### config.mk
export PLATFORM = sky130hd
export DESIGN_NAME = enemy_scheduler
export DESIGN_NICKNAME = d
export VERILOG_FILES = /design/src/rtl/enemy_scheduler_pkg.sv /design/src/rtl/enemy_lfsr.sv /design/src/rtl/enemy_scheduler.sv
export SDC_FILE = /design/constraint.sdc
export NUM_CORES = 1
export LEC_CHECK = 0
export ABC_AREA = 0
export BUFFER_PORTS_ARGS = -buffer_cell sky130_fd_sc_hd__buf_2
export CAP_MARGIN = 0
export CORE_ASPECT_RATIO = 0.9
export CORE_UTILIZATION = 30
export CTS_BUF_LIST = sky130_fd_sc_hd__clkbuf_16
export CTS_CLUSTER_SIZE = 24
export DETAILED_ROUTE_END_ITERATION = 7
export PLACE_DENSITY = 0.58
export SLEW_MARGIN = 20
export SYNTH_ARGS = -nofsm -noshare
export SYNTH_HDL_FRONTEND = slang
export SYNTH_HIERARCHICAL = 1
export SYNTH_SLANG_ARGS = --single-unit
### constraint.sdc
create_clock -name clk -period 7.3 [get_ports clk]
set_input_delay 0.73 -clock clk [delete_from_list [all_inputs] [get_ports clk]]
set_output_delay 0.73 -clock clk [all_outputs]
set_load 0.02 [all_outputs]
### src/rtl/enemy_scheduler_pkg.sv
// Shared screen geometry, scheduler FSM encoding and spawn-column helper
// for the enemy scheduling slice.
package enemy_scheduler_pkg;

    localparam int H_RES   = 640;
    localparam int V_RES   = 480;
    localparam int ENEMY_W = 48;
    localparam int XMAX    = H_RES - ENEMY_W;

    typedef enum logic [1:0] {
        ST_IDLE   = 2'd0,
        ST_UPDATE = 2'd1,
        ST_SPAWN  = 2'd2
    } state_t;

    // Fold a 10-bit random value into the legal column range 0..XMAX-1.
    function automatic logic [9:0] reduce_x(input logic [9:0] l);
        if (l >= 10'(XMAX)) begin
            return l - 10'(XMAX);
        end
        return l;
    endfunction

endpackage

### src/rtl/enemy_lfsr.sv
// Free-running 16-bit Fibonacci LFSR (taps 16,14,13,11) used to pick
// spawn columns; it never reaches the all-zero lock-up state.
module enemy_lfsr (
    input  logic        clk,
    input  logic        rst,
    output logic [15:0] lfsr_o
);

    logic [15:0] r_lfsr;
    logic        w_fb;

    assign w_fb = r_lfsr[15] ^ r_lfsr[13] ^ r_lfsr[12] ^ r_lfsr[10];

    always_ff @(posedge clk or negedge rst) begin
        if (!rst) begin
            r_lfsr <= 16'hACE1;
        end else begin
            r_lfsr <= {r_lfsr[14:0], w_fb};
        end
    end

    assign lfsr_o = r_lfsr;

endmodule

### src/rtl/enemy_scheduler.sv
// Per-frame enemy slot scheduler: moves every live enemy down one step,
// retires escapees, and periodically spawns a new enemy at a random column.
module enemy_scheduler
    import enemy_scheduler_pkg::*;
#(
    parameter int N_SLOTS      = 4,
    parameter int SPAWN_PERIOD = 60,
    parameter int SPEED        = 2,
    localparam int SW          = (N_SLOTS > 1) ? $clog2(N_SLOTS) : 1
) (
    input  logic                  clk,
    input  logic                  rst,
    input  logic                  frame_tick_i,
    input  logic                  enable_i,
    input  logic                  clear_i,
    input  logic                  hit_valid_i,
    input  logic [SW-1:0]         hit_slot_i,
    output logic [N_SLOTS-1:0]    slot_active_o,
    output logic [N_SLOTS*10-1:0] slot_x_o,
    output logic [N_SLOTS*10-1:0] slot_y_o,
    output logic                  spawn_pulse_o,
    output logic                  escape_pulse_o,
    output logic                  busy_o
);

    localparam logic [7:0] CNT_RELOAD = 8'(SPAWN_PERIOD - 1);

    state_t               r_state;
    logic [SW-1:0]        r_idx;
    logic [N_SLOTS-1:0]   r_active;
    logic [9:0]           r_x [N_SLOTS];
    logic [9:0]           r_y [N_SLOTS];
    logic [7:0]           r_cnt;
    logic                 r_spawn;
    logic                 r_escape;
    logic                 r_busy;

    logic [15:0]          w_lfsr;
    logic                 w_lfsr_unused;
    logic                 w_hit_ok;
    logic [10:0]          w_y_sum;
    logic                 w_free_found;
    logic [SW-1:0]        w_free_idx;

    enemy_lfsr u_lfsr (
        .clk    (clk),
        .rst    (rst),
        .lfsr_o (w_lfsr)
    );

    assign w_lfsr_unused = ^w_lfsr[15:10];
    assign w_hit_ok      = hit_valid_i && (int'(hit_slot_i) < N_SLOTS);
    assign w_y_sum       = {1'b0, r_y[r_idx]} + 11'(SPEED);

    // Lowest-index free slot wins, so scan from the top down.
    always_comb begin
        w_free_found = 1'b0;
        w_free_idx   = '0;
        for (int i = N_SLOTS - 1; i >= 0; i--) begin
            if (!r_active[i]) begin
                w_free_found = 1'b1;
                w_free_idx   = SW'(i);
            end
        end
    end

    always_ff @(posedge clk or negedge rst) begin
        if (!rst) begin
            r_state  <= ST_IDLE;
            r_idx    <= '0;
            r_active <= '0;
            r_cnt    <= CNT_RELOAD;
            r_spawn  <= 1'b0;
            r_escape <= 1'b0;
            r_busy   <= 1'b0;
            for (int i = 0; i < N_SLOTS; i++) begin
                r_x[i] <= '0;
                r_y[i] <= '0;
            end
        end else begin
            r_spawn  <= 1'b0;
            r_escape <= 1'b0;
            if (clear_i) begin
                r_state  <= ST_IDLE;
                r_idx    <= '0;
                r_active <= '0;
                r_cnt    <= CNT_RELOAD;
                r_busy   <= 1'b0;
                for (int i = 0; i < N_SLOTS; i++) begin
                    r_x[i] <= '0;
                    r_y[i] <= '0;
                end
            end else begin
                case (r_state)
                    ST_IDLE: begin
                        if (frame_tick_i && enable_i) begin
                            r_state <= ST_UPDATE;
                            r_idx   <= '0;
                            r_busy  <= 1'b1;
                        end
                    end
                    ST_UPDATE: begin
                        if (r_active[r_idx] && !(w_hit_ok && hit_slot_i == r_idx)) begin
                            if (w_y_sum >= 11'(V_RES)) begin
                                r_active[r_idx] <= 1'b0;
                                r_escape        <= 1'b1;
                            end else begin
                                r_y[r_idx] <= w_y_sum[9:0];
                            end
                        end
                        if (r_idx == SW'(N_SLOTS - 1)) begin
                            r_state <= ST_SPAWN;
                        end else begin
                            r_idx <= r_idx + SW'(1);
                        end
                    end
                    ST_SPAWN: begin
                        r_state <= ST_IDLE;
                        r_busy  <= 1'b0;
                        if (r_cnt != 8'd0) begin
                            r_cnt <= r_cnt - 8'd1;
                        end else if (w_free_found &&
                                     !(w_hit_ok && hit_slot_i == w_free_idx)) begin
                            r_active[w_free_idx] <= 1'b1;
                            r_x[w_free_idx]      <= reduce_x(w_lfsr[9:0]);
                            r_y[w_free_idx]      <= '0;
                            r_spawn              <= 1'b1;
                            r_cnt                <= CNT_RELOAD;
                        end
                    end
                    default: begin
                        r_state <= ST_IDLE;
                        r_busy  <= 1'b0;
                    end
                endcase
                // A hit overrides whatever the FSM did to that slot this cycle.
                if (w_hit_ok) begin
                    r_active[hit_slot_i] <= 1'b0;
                end
            end
        end
    end

    genvar gi;
    generate
        for (gi = 0; gi < N_SLOTS; gi++) begin : g_pack
            assign slot_x_o[10*gi +: 10] = r_x[gi];
            assign slot_y_o[10*gi +: 10] = r_y[gi];
        end
    endgenerate

    assign slot_active_o  = r_active;
    assign spawn_pulse_o  = r_spawn;
    assign escape_pulse_o = r_escape;
    assign busy_o         = r_busy;

endmodule

Word-level counts from Yosys, hierarchy flattened
Cells that the tools add are included.

Output and inout port bits: 87. Flip-flop bits (word level): 115. Logic and storage cells: 160.

Reduce and logical (&&, ||, !) cells: 25. Magnitude comparators: 12. Bitwise gates (word level): 12. Add/subtract/negate cells: 4. Muxes and demuxes: 77. Eq/ne operators: 14.

Operators with widths (count): $mux W40 (9); $mux W10 (10); $bwmux W40 (2); $pmux W40 S2 (1); $and A40 B40 Y40 (1); $demux W10 S2 (2); $not A40 Y40 (1); $mux W8 (4); $mux W4 (7); $mux W1 (23); $ne A3 B3 Y1 const B (7); $bmux W10 S2 (1); $mux W2 (10); $add A10 B2 Y11 const B (1); $ge A11 B9 Y1 const B (1); $ge A10 B10 Y1 const B (1); $logic_and A1 B1 Y1 (10); $sub A10 B10 Y10 const B (1); $lt A2 B3 Y1 const B (3); $reduce_bool A3 Y1 (3); $and A4 B4 Y4 (2); $not A4 Y4 (2); $pmux W2 S2 (2); $pmux W4 S2 (1); 22 further kinds (39).

Longest topological paths before layout
Word-level depth: 22. Mapped depth: 12. Depth with buffers taken out: 9.

Hierarchy
The synthesis kept the hierarchy.

By module, submodules not included: enemy_scheduler (cells each 531, times used 1, area each 5426.5 µm², sequential area each 2483.6 µm²); enemy_lfsr (cells each 19, times used 1, area each 436.7 µm², sequential area each 410.4 µm²).

Worst setup path before layout
No wires, ideal clock.

Path kind: flip-flop to flip-flop. Start point: reg r_idx[0]. End point: reg r_y, in the netlist slot_y_o[26]. Library setup time: 0.124 ns. Path slack: 4.361 ns. Stages on the path, launching flop included: 12. Arrival: 2.815 ns. Path through: dfrtp_1 -> buf_6 -> mux4_2 -> ha_1 -> nand2b_1 -> o22ai_1 -> a21boi_1 -> o221ai_2 -> o211ai_1 -> buf_6 -> nor3_1 -> a211o_1.

Word-level cells in the longest chain between the ends: 10. Elaborated cells between the ends (all ways): 25.

RTL lines: start: declaration (line enemy_scheduler.sv:29) `logic [SW-1:0] r_idx;`; start signal: assignment (line enemy_scheduler.sv:114) `r_idx <= r_idx + SW'(1);`; parallel branches: the longest is 10 deep, another holds $add A10 B2 Y11; end signal: indexed assignment (line enemy_scheduler.sv:108) `r_y[r_idx] <= w_y_sum[9:0];`; end: declaration (line enemy_scheduler.sv:32) `logic [9:0] r_y [N_SLOTS];`.

Parallel ways; which one is timed is not known. The select of a mux whose other input is x is not followed. A chain may end at the register's enable or synchronous reset.

Worst setup path in the final report
Start point: reg r_idx[1]. End point: reg r_y, in the netlist slot_y_o[36].

Same word-level chain as after synthesis.

==> results by group <==
Timing
  – Skew final: 0.00777 ns
  – Min cycle time layout: 3.93 ns
  – TNS Setup: 0 ns
  – Final Max Tran Viols: 0
  – Final Setup Violations: 0
  – Final period util: 0.539
  – Worst-Margin Slew: 0.995 ns
  – Final hold violation count: 0
  – Slew headroom: 0.336
  – RSZ-0062 raised after global routing: no
  – F_max: 0.254 GHz

Synth
  – Post-synth ARST share: 1.00
  – Synth Instances: 550
  – Ys flop type: dfrtp_1
  – #FFs+latches synth: 115
  – Synth warnings: 6
  – Synth Area per Inst: 10.7 µm²
  – Sequential share of the synthesized area: 0.494
  – Yosys top cell area share: 0.435
  – Biggest area consumer among synthesized cells: dfrtp_1
  – Number of flops mapped to enable cells by yosys: 0
  – Distinct cells, synth: 69
  – Synth top area cells: dfrtp_1 (44%), dfstp_2 (5.8%), a22o_1 (4.5%)
  – Synth Net Count: 570
  – Post-Syn Area: 0.00586 mm²

Global route
  – First-pass GRT wire length: 27.6 mm
  – Met1 Track Usage GR: 0.269
  – Pin count of the biggest net entering global routing: 72
  – Busiest layer in global routing: met1
  – Global Route Usage Sum: 0.181
  – M3 GR Usage: 0.0426
  – Overflow after GRT: 0
  – Antenna violations before repair: 0
  – GRT met2 Usage: 0.257
  – Vias in the first global route: 4735

Critical path
  – Reg2Reg Setup Slack: 3.37 ns
  – Worst EP arrival: 4.24 ns
  – Crit start category: flop
  – R2r endpoint: slot_y_o[36]
  – Worst setup EP type: flop
  – Master of the slowest instance on the critical path: dfrtp_1
  – Worst setup path end: slot_y_o[36]
  – Max incr delay on CP: 0.89 ns
  – CP max FO: 19
  – R2R Path Start: r_idx[1]
  – Worst path cell trace: mux4_2 -> ha_1 -> nand2_1 -> o22a_1 -> o21a_2 -> o221ai_2 -> o211a_1 -> o22ai_4 -> a22o_1
  – FF-to-FF path depth: 9
  – Setup crit start: r_idx[1]
  – Worst path required time: 7.60 ns
  – Worst setup path class: flop to flop

Placement
  – RD Place Congestion: 0.879
  – I/O Buffers: 94
  – Placed cell count: 880
  – Post-DP Area: 0.00656 mm²
  – DPL Wire Length: 12.2 mm

Floorplan
  – # rows: 48
  – Die area: 0.0201 mm²
  – Chip Height: 135 µm
  – # IOs: 95
  – Initial Util: 0.306
  – Core ar.: 0.0192 mm²
  – Die width: 149 µm

Cells and area
  – Commonest non-fill, non-tap cell in the layout: dfrtp_1
  – Share of cells above drive strength 1: 0.254
  – Final Non-Filler Cells: 912
  – Final Cell Area: 0.00713 mm²
  – Multi-input gate area: 0.00276 mm²
  – Nets: 669
  – Storage element area: 0.00289 mm²
  – Synth-to-Final Area Change: 21.6%
  – Commonest cells after routing, fill and taps aside: dfrtp_1 (102), buf_2 (93), nand2_1 (65)
  – Ant. Diodes: 0
  – Fillers: 1936

Clock network
  – Clock sink count: 115
  – CTS buffer count: 17
  – Clk slew on worst S/H paths: 0.06 ns
  – Setup Buffers After CTS: 0
  – # hold bufs at CTS: 0
  – Post_cts resized: 0
  – CTS tree: yes
  – H-tree levels: 4
  – Clk_lat worst skew: 0.42 ns
  – Root Buffer: clkbuf_16
  – Maximum clock path buffer count: 2

Power and ir drop
  – Power Density: 243 mW/mm²
  – Leakage: 0.00333 µW
  – Maximum VDD drop: 0.0000981 V

Outcome
  – Status: finished clean

Drt
  – Post-route ant nets: 0
  – Overall routed net length: 17.3 mm
  – Via density: 5.30
  – DRC Markers: 0
  – Routed vias: 4838
  – Routed len/inst: 18.9 µm
  – Iter 0 DRT Violations: 404
  – Pre-antenna DRT Iters: 5

Run
  – Max Cap Viol: 0

Worst hold path
  – Hold Path Class: input port to asynchronous set/reset pin
[metrics by stage]
stage / power, µW / hold WS (ns) / setup WS (ns) / util
CTS: 1750 / 0.336 / 3.44 / 0.372
global placement: 920 / 0.335 / 3.57 / 0.342
global route: 1810 / 0.355 / 3.18 / 0.372
finish: 1730 / 0.313 / 3.37 / 0.372
floorplan: 852 / 0.333 / 4.36 / -
detailed placement: 920 / 0.344 / 3.46 / 0.342
[flip-flops by register name, summed over array words and instances, names as in the netlist]
name and flops:
u_lfsr/lfsr_o 16, spawn_pulse_o 1, escape_pulse_o 1, r_idx 2
slot_x_o 40, r_state 2, slot_y_o 40, slot_active_o 4
r_cnt 8, busy_o 1
[worst max-delay path: cells and delay by family, from the launching register on]
family                   cells  cell delay (ns)
AND/OR/NAND/NOR              1             0.09
multiplexers                 1             0.45
adder cells (fa/ha/maj)      1             0.25
flip-flops                   1             0.89
AO/OA/AOI/OAI                6             2.11
[synth_stat cells, drive strengths merged (5+ instances only)]
cell type  instances
dfrtp            102
nand2             65
o21ai             43
a22o              30
nand3             23
inv               22
nor2              22
a21oi             21
nor3              17
dfstp             13
o211ai            13
ha                12
and2              11
buf               11
mux4              11
xor2              10
and3               9
xnor2              9
a31oi              8
clkbuf             8
a211o              6
a21o               6
o21a               6
o22ai              6
o2bb2ai            6
nor2b              5
[area by class of cell]
type / instances / share of cell area
Clock buffer: 17 / 0.0597
Clock inverter: 15 / 0.0211
Inverter: 22 / 0.0116
Multi-Input combinational cell: 394 / 0.386
Sequential cell: 115 / 0.406
Tap cell: 250 / 0.0439
Timing Repair Buffer: 99 / 0.0716
[power breakdown]
part           total (µW)  internal [µW]  leakage (µW)  switching [µW]
combinational         236           80.0       0.00149             156
clock                 821            526      0.000286             295
sequential            676            651       0.00156            24.8
[how the worst min path moves through the flow]
stage | start | endpoint | slack, ns | cells after the start
after floorplan | u_lfsr/lfsr_o[14] | u_lfsr/lfsr_o[15] | 0.33 | 0
after global placement | u_lfsr/lfsr_o[14] | u_lfsr/lfsr_o[15] | 0.34 | 0
after detailed placement | u_lfsr/lfsr_o[14] | u_lfsr/lfsr_o[15] | 0.34 | 0
after CTS | rst | slot_y_o[20] | 0.34 | 1
after global routing | rst | slot_y_o[20] | 0.35 | 1
final | rst | slot_y_o[20] | 0.31 | 1
[layer usage]
layer,share of wire,vias to the layer above
met1,0.48,2418
met5,0,-
li1,-,2242
met2,0.44,158
met3,0.059,20
met4,0.014,0
[cell families after synthesis]
| family | Yosys count | share of synthesized area |
|---|---|---|
| muxes | 15 | 0.0512 |
| xor gates and xnor gates | 19 | 0.0297 |
| buffers and inverters | 41 | 0.0365 |
| and+or+nand+nor | 178 | 0.154 |
| AOI/OAI and AO/OA | 170 | 0.210 |
| DFF | 115 | 0.494 |
| adders and majority gates | 12 | 0.0256 |
No activity file was read; power rests on OpenSTA's default activity.
